File: config.mk
export PLATFORM = sky130hd
export DESIGN_NAME = hci_core_id_tagger_flat
export DESIGN_NICKNAME = d
export VERILOG_FILES = /design/src/rtl/hci_core_id_tagger_pkg.sv /design/src/rtl/hci_core_id_tagger_if.sv /design/src/rtl/hci_core_id_tagger_credit_counter.sv /design/src/rtl/hci_core_id_tagger.sv /design/src/flat_wrapper.sv
export SDC_FILE = /design/constraint.sdc
export NUM_CORES = 1
export LEC_CHECK = 0
export ABC_AREA = 1
export CAP_MARGIN = 40
export CORE_AREA = 2 2 88 90
export CTS_BUF_LIST = sky130_fd_sc_hd__clkbuf_8
export CTS_CLUSTER_DIAMETER = 60
export CTS_CLUSTER_SIZE = 28
export DETAILED_ROUTE_END_ITERATION = 12
export DIE_AREA = 0 0 90 92
export PLACE_DENSITY_LB_ADDON = 0.1
export REMOVE_ABC_BUFFERS = 1
export SLEW_MARGIN = 20
export SYNTH_ARGS = -nofsm -noshare
export SYNTH_HDL_FRONTEND = slang
export SYNTH_SLANG_ARGS = --single-unit
File: constraint.sdc
create_clock -name clk_i -period 1.15 [get_ports clk_i]
set_input_delay 0.115 -clock clk_i [delete_from_list [all_inputs] [get_ports clk_i]]
set_output_delay 0.115 -clock clk_i [all_outputs]
set_load 0.05 [all_outputs]
File: src/rtl/hci_core_id_tagger_pkg.sv
`default_nettype none
// ============================================================================
// Module   : hci_core_id_tagger_pkg
// Brief    : Error codes and user-field packing helper for the ID tagger.
// Revision : 1.0 - initial release
// ============================================================================
package hci_core_id_tagger_pkg;

    typedef logic [1:0] hci_tag_err_t;

    localparam hci_tag_err_t HCI_TAG_ERR_NONE  = 2'd0;
    localparam hci_tag_err_t HCI_TAG_ERR_UNEXP = 2'd1;
    localparam hci_tag_err_t HCI_TAG_ERR_SEQ   = 2'd2;

    // Builds the integer value of a {id, seq} user field.
    function automatic int unsigned hci_tag_user(input int unsigned id,
                                                 input int unsigned seq,
                                                 input int unsigned seq_w);
        return (id << seq_w) | (seq & ((32'd1 << seq_w) - 32'd1));
    endfunction

endpackage
`default_nettype wire

File: src/rtl/hci_core_id_tagger_if.sv
`default_nettype none
// ============================================================================
// Module   : hci_core_intf
// Brief    : TCDM request/response bundle with initiator and target views.
// Revision : 1.0 - initial release
// ============================================================================
interface hci_core_intf #(
    parameter int DW = 32,
    parameter int AW = 32,
    parameter int UW = 2
) ();
    logic            req;
    logic            gnt;
    logic [AW-1:0]   add;
    logic            wen;
    logic [DW-1:0]   data;
    logic [DW/8-1:0] be;
    logic [UW-1:0]   user;
    logic            r_valid;
    logic [DW-1:0]   r_data;
    logic            r_opc;
    logic [UW-1:0]   r_user;
    logic            lrdy;

    modport initiator (
        output req, add, wen, data, be, user, lrdy,
        input  gnt, r_valid, r_data, r_opc, r_user
    );

    modport target (
        input  req, add, wen, data, be, user, lrdy,
        output gnt, r_valid, r_data, r_opc, r_user
    );
endinterface
`default_nettype wire

File: src/rtl/hci_core_id_tagger_credit_counter.sv
`default_nettype none
// ============================================================================
// Module   : hci_tag_credit_counter
// Brief    : Up/down in-flight counter with full and empty flags.
// Revision : 1.0 - initial release
// ============================================================================
module hci_tag_credit_counter #(
    parameter int MAX = 2
) (
    input  wire logic                       clk,
    input  wire logic                       rst,
    input  wire logic                       i_clear,
    input  wire logic                       i_inc,
    input  wire logic                       i_dec,
    output logic [$clog2(MAX+1)-1:0]        o_count,
    output logic                            o_full,
    output logic                            o_empty
);
    localparam int CW = $clog2(MAX + 1);

    logic [CW-1:0] r_count;

    // Callers never increment when full or decrement when empty.
    always_ff @(posedge clk or posedge rst) begin
        if (rst) begin
            r_count <= '0;
        end else if (i_clear) begin
            r_count <= '0;
        end else if (i_inc && !i_dec) begin
            r_count <= r_count + CW'(1);
        end else if (i_dec && !i_inc) begin
            r_count <= r_count - CW'(1);
        end
    end

    assign o_count = r_count;
    assign o_full  = (r_count == CW'(MAX));
    assign o_empty = (r_count == '0);
endmodule
`default_nettype wire

File: src/rtl/hci_core_id_tagger.sv
`default_nettype none
// ============================================================================
// Module   : hci_core_id_tagger
// Brief    : Stamps requests with {ID, seq}, limits in-flight count and
//            filters/checks returning responses by ID and sequence.
// Revision : 1.0 - initial release
// ============================================================================
module hci_core_id_tagger
    import hci_core_id_tagger_pkg::*;
#(
    parameter int DW              = 32,
    parameter int ID_W            = 1,
    parameter int SEQ_W           = 1,
    parameter int ID              = 0,
    parameter int MAX_OUTSTANDING = 2
) (
    input  wire logic                               clk_i,
    input  wire logic                               rst_i,
    input  wire logic                               clear_i,
    hci_core_intf.target                            tcdm_slave,
    hci_core_intf.initiator                         tcdm_master,
    output logic [$clog2(MAX_OUTSTANDING+1)-1:0]    outstanding_o,
    output logic                                    busy_o,
    output logic                                    err_o,
    output logic [1:0]                              err_code_o
);
    localparam int UW    = ID_W + SEQ_W;
    localparam int CNT_W = $clog2(MAX_OUTSTANDING + 1);

    logic [CNT_W-1:0] w_cnt;
    logic             w_full;
    logic             w_empty;
    logic [SEQ_W-1:0] r_seq_tx;
    logic [SEQ_W-1:0] r_seq_rx;
    logic             r_err;
    hci_tag_err_t     r_code;
    logic             w_accept;
    logic             w_hit;
    logic             w_fwd;
    logic             w_consume;
    logic             w_unexp;
    logic             w_seq_bad;

    // full comes from the registered count only, so r_valid never reaches gnt.
    assign tcdm_master.req  = tcdm_slave.req & ~w_full;
    assign tcdm_slave.gnt   = tcdm_master.gnt & ~w_full;
    assign tcdm_master.add  = tcdm_slave.add;
    assign tcdm_master.wen  = tcdm_slave.wen;
    assign tcdm_master.be   = tcdm_slave.be;
    assign tcdm_master.data = tcdm_slave.data;
    assign tcdm_master.user = {ID_W'(ID), r_seq_tx};

    assign w_accept = tcdm_slave.req & tcdm_master.gnt & ~w_full;

    assign w_hit     = tcdm_master.r_valid & (tcdm_master.r_user[UW-1:SEQ_W] == ID_W'(ID));
    assign w_fwd     = w_hit & ~w_empty;
    assign w_consume = w_fwd & tcdm_slave.lrdy;
    assign w_unexp   = w_hit & w_empty;
    assign w_seq_bad = w_fwd & (tcdm_master.r_user[SEQ_W-1:0] != r_seq_rx);

    assign tcdm_slave.r_valid = w_fwd;
    assign tcdm_slave.r_data  = tcdm_master.r_data;
    assign tcdm_slave.r_opc   = tcdm_master.r_opc;
    assign tcdm_slave.r_user  = tcdm_master.r_user;
    assign tcdm_master.lrdy   = tcdm_slave.lrdy;

    hci_tag_credit_counter #(
        .MAX (MAX_OUTSTANDING)
    ) u_credit (
        .clk     (clk_i),
        .rst     (rst_i),
        .i_clear (clear_i),
        .i_inc   (w_accept),
        .i_dec   (w_consume),
        .o_count (w_cnt),
        .o_full  (w_full),
        .o_empty (w_empty)
    );

    // The first error is latched and held until reset or clear.
    always_ff @(posedge clk_i or posedge rst_i) begin
        if (rst_i) begin
            r_seq_tx <= '0;
            r_seq_rx <= '0;
            r_err    <= 1'b0;
            r_code   <= HCI_TAG_ERR_NONE;
        end else if (clear_i) begin
            r_seq_tx <= '0;
            r_seq_rx <= '0;
            r_err    <= 1'b0;
            r_code   <= HCI_TAG_ERR_NONE;
        end else begin
            if (w_accept) begin
                r_seq_tx <= r_seq_tx + SEQ_W'(1);
            end
            if (w_consume) begin
                r_seq_rx <= r_seq_rx + SEQ_W'(1);
            end
            if (!r_err && (w_unexp || w_seq_bad)) begin
                r_err  <= 1'b1;
                r_code <= w_unexp ? HCI_TAG_ERR_UNEXP : HCI_TAG_ERR_SEQ;
            end
        end
    end

    assign outstanding_o = w_cnt;
    assign busy_o        = ~w_empty;
    assign err_o         = r_err;
    assign err_code_o    = r_code;
endmodule
`default_nettype wire

File: src/flat_wrapper.sv
// flat-port wrapper written by rule: the top's interface ports become plain ports
module hci_core_id_tagger_flat import hci_core_id_tagger_pkg::*;
#(
    parameter int DW              = 32,
    parameter int ID_W            = 1,
    parameter int SEQ_W           = 1,
    parameter int ID              = 0,
    parameter int MAX_OUTSTANDING = 2
)
  (clk_i, rst_i, clear_i, outstanding_o, busy_o, err_o, err_code_o, tcdm_slave_req, tcdm_slave_add, tcdm_slave_wen, tcdm_slave_data, tcdm_slave_be, tcdm_slave_user, tcdm_slave_lrdy, tcdm_slave_gnt, tcdm_slave_r_valid, tcdm_slave_r_data, tcdm_slave_r_opc, tcdm_slave_r_user, tcdm_master_req, tcdm_master_add, tcdm_master_wen, tcdm_master_data, tcdm_master_be, tcdm_master_user, tcdm_master_lrdy, tcdm_master_gnt, tcdm_master_r_valid, tcdm_master_r_data, tcdm_master_r_opc, tcdm_master_r_user);
  hci_core_intf #(.DW(DW), .AW(32), .UW((ID_W + SEQ_W))) tcdm_slave_i ();
  hci_core_intf #(.DW(DW), .AW(32), .UW((ID_W + SEQ_W))) tcdm_master_i ();
  input  wire logic clk_i;
  input  wire logic rst_i;
  input  wire logic clear_i;
  output logic [$clog2(MAX_OUTSTANDING+1)-1:0] outstanding_o;
  output logic busy_o;
  output logic err_o;
  output logic [1:0] err_code_o;
  input wire logic [$bits(tcdm_slave_i.req)-1:0] tcdm_slave_req;
  input wire logic [$bits(tcdm_slave_i.add)-1:0] tcdm_slave_add;
  input wire logic [$bits(tcdm_slave_i.wen)-1:0] tcdm_slave_wen;
  input wire logic [$bits(tcdm_slave_i.data)-1:0] tcdm_slave_data;
  input wire logic [$bits(tcdm_slave_i.be)-1:0] tcdm_slave_be;
  input wire logic [$bits(tcdm_slave_i.user)-1:0] tcdm_slave_user;
  input wire logic [$bits(tcdm_slave_i.lrdy)-1:0] tcdm_slave_lrdy;
  output wire logic [$bits(tcdm_slave_i.gnt)-1:0] tcdm_slave_gnt;
  output wire logic [$bits(tcdm_slave_i.r_valid)-1:0] tcdm_slave_r_valid;
  output wire logic [$bits(tcdm_slave_i.r_data)-1:0] tcdm_slave_r_data;
  output wire logic [$bits(tcdm_slave_i.r_opc)-1:0] tcdm_slave_r_opc;
  output wire logic [$bits(tcdm_slave_i.r_user)-1:0] tcdm_slave_r_user;
  output wire logic [$bits(tcdm_master_i.req)-1:0] tcdm_master_req;
  output wire logic [$bits(tcdm_master_i.add)-1:0] tcdm_master_add;
  output wire logic [$bits(tcdm_master_i.wen)-1:0] tcdm_master_wen;
  output wire logic [$bits(tcdm_master_i.data)-1:0] tcdm_master_data;
  output wire logic [$bits(tcdm_master_i.be)-1:0] tcdm_master_be;
  output wire logic [$bits(tcdm_master_i.user)-1:0] tcdm_master_user;
  output wire logic [$bits(tcdm_master_i.lrdy)-1:0] tcdm_master_lrdy;
  input wire logic [$bits(tcdm_master_i.gnt)-1:0] tcdm_master_gnt;
  input wire logic [$bits(tcdm_master_i.r_valid)-1:0] tcdm_master_r_valid;
  input wire logic [$bits(tcdm_master_i.r_data)-1:0] tcdm_master_r_data;
  input wire logic [$bits(tcdm_master_i.r_opc)-1:0] tcdm_master_r_opc;
  input wire logic [$bits(tcdm_master_i.r_user)-1:0] tcdm_master_r_user;
  assign tcdm_slave_i.req = tcdm_slave_req;
  assign tcdm_slave_i.add = tcdm_slave_add;
  assign tcdm_slave_i.wen = tcdm_slave_wen;
  assign tcdm_slave_i.data = tcdm_slave_data;
  assign tcdm_slave_i.be = tcdm_slave_be;
  assign tcdm_slave_i.user = tcdm_slave_user;
  assign tcdm_slave_i.lrdy = tcdm_slave_lrdy;
  assign tcdm_slave_gnt = tcdm_slave_i.gnt;
  assign tcdm_slave_r_valid = tcdm_slave_i.r_valid;
  assign tcdm_slave_r_data = tcdm_slave_i.r_data;
  assign tcdm_slave_r_opc = tcdm_slave_i.r_opc;
  assign tcdm_slave_r_user = tcdm_slave_i.r_user;
  assign tcdm_master_req = tcdm_master_i.req;
  assign tcdm_master_add = tcdm_master_i.add;
  assign tcdm_master_wen = tcdm_master_i.wen;
  assign tcdm_master_data = tcdm_master_i.data;
  assign tcdm_master_be = tcdm_master_i.be;
  assign tcdm_master_user = tcdm_master_i.user;
  assign tcdm_master_lrdy = tcdm_master_i.lrdy;
  assign tcdm_master_i.gnt = tcdm_master_gnt;
  assign tcdm_master_i.r_valid = tcdm_master_r_valid;
  assign tcdm_master_i.r_data = tcdm_master_r_data;
  assign tcdm_master_i.r_opc = tcdm_master_r_opc;
  assign tcdm_master_i.r_user = tcdm_master_r_user;
  hci_core_id_tagger #(.DW(DW), .ID_W(ID_W), .SEQ_W(SEQ_W), .ID(ID), .MAX_OUTSTANDING(MAX_OUTSTANDING)) u_core (.clk_i(clk_i), .rst_i(rst_i), .clear_i(clear_i), .tcdm_slave(tcdm_slave_i), .tcdm_master(tcdm_master_i), .outstanding_o(outstanding_o), .busy_o(busy_o), .err_o(err_o), .err_code_o(err_code_o));
endmodule
==> results of run 1 <==
-- worst paths after layout --
check                                        endpoint  slack, ns  cells after the start
setup / recovery                   tcdm_slave_r_valid      -0.10                      4
setup reg to reg                         u_core.err_o      -0.07                      7
hold reg to reg                       u_core.r_seq_tx       0.53                      1
max in group asynchronous  u_core.u_credit.o_count[1]       0.74                      2
hold / removal                           u_core.err_o       0.14                      2
min in group clk_i               tcdm_master_data[10]       0.23                      0
-- layout make-up --
| class | instances | area, sq um |
|---|---|---|
| fillers | 868 | 6292 |
| repair buffers | 35 | 460.4 |
| multi-input cells | 45 | 297.8 |
| flip-flops and latches | 7 | 177.7 |
| well taps | 102 | 127.6 |
| inverters | 11 | 46.29 |
| clock buffers | 3 | 41.29 |
| clock inverters | 1 | 3.754 |
-- cell usage in the layout, fill, tap and decap left out, types with 3 or more instances in the layout --
cell type,netlist,layout
nand3_1,5,4
buf_12,0,13
buf_6,0,4
nand4_1,4,4
dfrtp_1,7,5
inv_1,9,10
clkbuf_8,0,3
nand2_2,2,4
nand2_1,17,14
buf_4,107,10
clkdlybuf4s50_1,0,8
-- power groups by stage --
stage | clock (mW) | sequential (mW) | combinational, mW
floorplan | 0 | 0.493 | 0.359
global placement | 0 | 0.369 | 1.08
detailed placement | 0 | 0.366 | 1.08
CTS | 0.353 | 0.373 | 1.29
global route | 0.370 | 0.386 | 1.38
finish | 0.340 | 0.378 | 1.31
-- metrics by stage --
stage                     total power, mW  setup TNS [ns]
after CTS                           2.014         -0.9038
after detailed placement            1.446          -1.603
after global routing                2.141          -1.530
final                               2.030         -0.7865
after global placement              1.453          -1.432
after floorplan                    0.8521          -4.224
-- cells by family (layout without fill, tap and decap cells) --
logic type,Yosys count,in the layout
buffers and inverters,119,50
AND/OR/NAND/NOR,35,35
AO/OA/AOI/OAI,9,9
flip-flops,7,7
other,1,1
-- worst max-delay path, delay by kind of cell (launching register included) --
| family | cells | cell delay, ns |
|---|---|---|
| simple gates | 2 | 0.20 |
| flops | 1 | 0.46 |
| buf+inv | 2 | 0.24 |
-- registers in the layout, indices dropped and copies added, names as in the netlist --
register                 flops
u_core.err_code_o            2
u_core.u_credit.o_count      2
u_core.err_o                 1
u_core.r_seq_rx              1
u_core.r_seq_tx              1
-- layer usage --
layer | global-route usage | up-vias
met3 | 0.5053 | 36
met5 | 0.1026 | -
met2 | 0.5752 | 262
li1 | - | 277
met4 | 0.1654 | 2
met1 | 0.06103 | 352
-- repair_timing --
item                                    CTS  global route
gates resized for setup                  14             8
endpoints found under the setup margin   10            13
setup buffers                             6             0
pin swaps                                 5             4
gates cloned                              0             0
==> flow_metrics.tcl, run 1 <==
set metrics [dict create \
    status "finished, violations left" \
    violations "negative setup slack" \
    whs_ns 0.1424 \
    cp_data_arrival_time_ns 1.14 \
    finalWorstSetupSlack_ns -0.1033 \
    power.leakage_nw 0.5165 \
    ys_warn_count 0 \
    placed_cells 194 \
    start_util 0.1685 \
    finalSetupViolations 12 \
    synth_compound_area_frac 0.04487 \
    power.internal_mw 1.172 \
    finalHoldViolCount 0 \
    clkTransAtPathRegs_ns 0.04 \
    swShare 0.4227 \
    clockBufferDepth 2 \
    cts_tree "yes" \
    endpoint_kind "primary output" \
    synth-adder-area-share 0 \
    min_path_type "in2async" \
    holdBufCountCts 0 \
    critPathMaxFanout 4 \
    post-place-ws_ns -0.3200 \
    syn_area_per_cell_sq_um 7.339 \
    cp_slowest_cell "dfrtp_2" \
    route.met2.wl_mm 7.011 \
    drive_gt1_frac 0.4804 \
    vias 929 \
    die_w_um 90 \
    final-max-slew-violation-count 0 \
    synth_top_area_frac 0.6401 \
    comb_power_share 0.646 \
    synthCells 171 \
    seqPwrFrac 0.186 \
    syn_area_sq_um 1255 \
    dp_hpwl_mm 12.95 \
    utilization 0.1551 \
    area_growth_pct -7.976 \
    ir_worst_vdd_mv 0.5660 \
    die_y_um 92 \
    crit_chain "nor2_4 > nor2_4 > buf_6 > buf_12" \
    cp.required_ns 1.03 \
    grt_usage 0.3132 \
    worstSetupPathType "reg2out" \
    core_area_sq_um 7447 \
    place_area_sq_um 975.9 \
    wl_per_cell_um 65.57 \
    diodes 0 \
    rsz0062_at_grt "yes" \
    highest_layer "met5" \
    ant_nets 0 \
    r2r-start "u_core.u_credit.o_count[0]" \
    wl_met3_mm 4.385 \
    power.density_nw_per_um2 1758 \
    antenna_found_initial 0 \
    synth_area_leaders "buf_4 (64%), dfrtp_1 (14%), nand2_1 (5.1%)" \
    viasPerCell 4.554 \
    synth.most_common_cell "buf_4" \
    async_flop_share 1.000 \
    synth_top_area_cell "buf_4" \
    critPathLaunch "u_core.u_credit.o_count[0]" \
    synth_top_family_by_area "buffers and inverters" \
    synth_cell_types 19 \
    cts_num_sinks 7 \
    wirelength_mm 13.38 \
    synthTopCellsByCount "buf_4 (107), nand2_1 (17), inv_1 (9), dfrtp_1 (7), nand3_1 (5)" \
    clock_skew_ns 0.002532 \
    numCtsBuffers 3 \
    clock_latency_ns 0.23 \
    p_clk_frac 0.167 \
    grt_overflow 0 \
    synth_ff_type "dfrtp_1" \
    final_area_sq_um 1155 \
    synth-seq-cells 7 \
    die_area_sq_um 8280 \
    drtIter0Drc 50 \
    crit_top_cell "nor2_4" \
    grt_pass1_wl_mm 15.33 \
    synthMuxAreaShare 0 \
    htreeDepth 1 \
    layout.cells.non_filler 204 \
    drc 0 \
    ios 229 \
    grt_start_max_net_pins 12 \
    seq_area_frac_synth 0.1396 \
    root_buffer "clkbuf_8" \
    power_switching_mw 0.8580 \
    period_needed_ns 1.253 \
    routedLengthMet1_um 993 \
    portBuffers 21 \
    globalplace.congestion 1.165 \
    synth_xor_area_frac 0 \
    drtPass1Iterations 4 \
    fmax_mhz 797.9 \
    fin_nets 216 \
    post-route-period-util 1.090 \
    cpPeakStageDelay_ns 0.46 \
    grt_pass1_vias 748 \
    rows 32 \
    max_cap_viol_count 0 \
    start_kind "flip-flop" \
    yosys.area_share.simple 0.1366 \
    synth-edff-count 0 \
]
Power figures use the tool's default switching activity.
==> run 2: changes to the inputs <==
--- a/config.mk
+++ b/config.mk
@@ -13,6 +13,7 @@
 export CTS_CLUSTER_SIZE = 28
 export DETAILED_ROUTE_END_ITERATION = 12
 export DIE_AREA = 0 0 90 92
+export MAX_ROUTING_LAYER = met4
 export PLACE_DENSITY_LB_ADDON = 0.1
 export REMOVE_ABC_BUFFERS = 1
 export SLEW_MARGIN = 20
==> flow_metrics.tcl, run 2 (same netlist as run 1, synthesis figures left out) <==
set metrics [dict create \
    drtPass1Iterations 4 \
    viasPerCell 4.507 \
    cts_num_sinks 7 \
    seqPwrFrac 0.179 \
    core_area_sq_um 7447 \
    power.leakage_nw 0.5329 \
    comb_power_share 0.651 \
    start_kind "flip-flop" \
    ios 229 \
    crit_cells 4 \
    holdBufCountCts 0 \
    worst-path-buf-inv 3 \
    wl_per_cell_um 65.28 \
    clockBufferDepth 2 \
    total_power_mw 2.063 \
    start_util 0.1685 \
    cp.required_ns 1.03 \
    crit_chain "inv_4 > nand2_4 > buf_6 > buf_12" \
    period_needed_ns 1.238 \
    clkTransAtPathRegs_ns 0.04 \
    drive_gt1_frac 0.4854 \
    grt_start_max_net_pins 12 \
    antenna_found_initial 0 \
    fillCellCount 861 \
    layout_common_cells "nand2_1 (14), buf_12 (13), inv_1 (10), buf_4 (10), clkdlybuf4s50_1 (7)" \
    grt_overflow 0 \
    worstSetupPathType "reg2out" \
    numCtsBuffers 3 \
    drtIter0Drc 40 \
    routedLengthMet1_mm 1.253 \
    highest_layer "met4" \
    cp_data_arrival_time_ns 1.12 \
    cts_tree "yes" \
    htreeDepth 1 \
    final_area_sq_um 1171 \
    cpPeakStageDelay_ns 0.45 \
    diodes 0 \
    power_switching_mw 0.8697 \
    finalHoldViolCount 0 \
    place_area_sq_um 975.9 \
    final-max-slew-violation-count 0 \
    max_cap_viol_count 0 \
    globalplace.congestion 1.191 \
    post-route-period-util 1.076 \
    finalWorstSetupSlack_ns -0.08773 \
    mostFrequentLayoutCell "nand2_1" \
    cp_slowest_cell "dfrtp_2" \
    portBuffers 21 \
    die_w_um 90 \
    cp-endpoint "busy_o" \
    power.density_nw_per_um2 1761 \
    finalSetupViolations 11 \
    vias 924 \
    grt_pass1_vias 768 \
    rsz0062_at_grt "yes" \
    grt_pass1_wl_mm 15.26 \
    fmax_mhz 807.9 \
    die_y_um 92 \
    min_path_type "in2async" \
    grt_usage 0.3222 \
    drc 0 \
    wl_met3_mm 4.143 \
    critPathLaunch "u_core.u_credit.o_count[0]" \
    route.met2.wl_mm 7.173 \
    ant_nets 0 \
    dp_hpwl_mm 12.95 \
    endpoint_kind "primary output" \
    root_buffer "clkbuf_8" \
    clock_skew_ns 0.001831 \
    power.internal_mw 1.193 \
    fin_nets 217 \
    rrSetupSlack_ns -0.05 \
    r2r-start "u_core.u_credit.o_count[0]" \
    wirelength_mm 13.38 \
    violations "negative setup slack" \
    status "finished, violations left" \
    r2r_end "u_core.u_credit.o_count[0]" \
    p_clk_frac 0.169 \
    area_growth_pct -6.680 \
    swShare 0.4217 \
    critPathTopFamily "flip-flops" \
    ir_worst_vdd_mv 0.3882 \
    die_area_sq_um 8280 \
    reg2regPathDepth 6 \
    critPathMaxFanout 5 \
    clock_latency_ns 0.23 \
    rows 32 \
]
-- run 2: worst min path at each step --
stage,from,end
2_1_floorplan,rst_i,u_core.err_code_o[0]
3_3_place_gp,tcdm_slave_data[10],tcdm_master_data[10]
3_5_place_dp,tcdm_slave_data[10],tcdm_master_data[10]
4_1_cts,rst_i,u_core.r_seq_rx
5_1_grt,rst_i,u_core.r_seq_rx
6_report,rst_i,u_core.r_seq_rx
-- run 2: per-stage QoR --
| step | setup WS, ns | cells | setup TNS, ns | hold WS (ns) | utilization |
|---|---|---|---|---|---|
| global route | -0.1309 | 205 | -1.321 | 0.1663 | 0.1573 |
| global placement | -0.2698 | 194 | -1.414 | 0.2323 | 0.1310 |
| detailed placement | -0.3244 | 194 | -1.632 | 0.2323 | 0.1310 |
| floorplan | -0.5569 | 63 | -4.224 | -0.08160 | - |
| CTS | -0.09520 | 205 | -0.7370 | 0.1437 | 0.1549 |
| finish | -0.08773 | 205 | -0.5891 | 0.1349 | 0.1573 |
-- run 2: power groups by stage --
stage | clock, mW | combinational, mW | sequential, mW
finish | 0.349 | 1.34 | 0.370
global route | 0.374 | 1.42 | 0.379
CTS | 0.353 | 1.33 | 0.371
detailed placement | 0 | 1.08 | 0.366
global placement | 0 | 1.08 | 0.369
floorplan | 0 | 0.359 | 0.493
-- run 2: cell type report --
cell class              count  area, sq um  share of cell area
clock buffers               3        41.29             0.03526
clock inverters             1        3.754            0.003205
inverters                  11        43.79             0.03739
multi-input cells          45        302.8              0.2585
flip-flops and latches      7        177.7              0.1517
well taps                 102        127.6              0.1090
repair buffers             36        474.2              0.4049
-- run 2: layer usage --
layer	vias to the layer above	GRT usage
met3	30	0.4906
met2	240	0.5896
met5	-	-
li1	284	-
met4	0	0.1410
met1	370	0.07700
-- run 2: what timing repair did --
| action | in CTS | in global routing |
|---|---|---|
| buffers inserted | 7 | 0 |
| endpoints found under the setup margin | 10 | 13 |
| pin swaps | 8 | 0 |
| gates resized for setup | 18 | 6 |
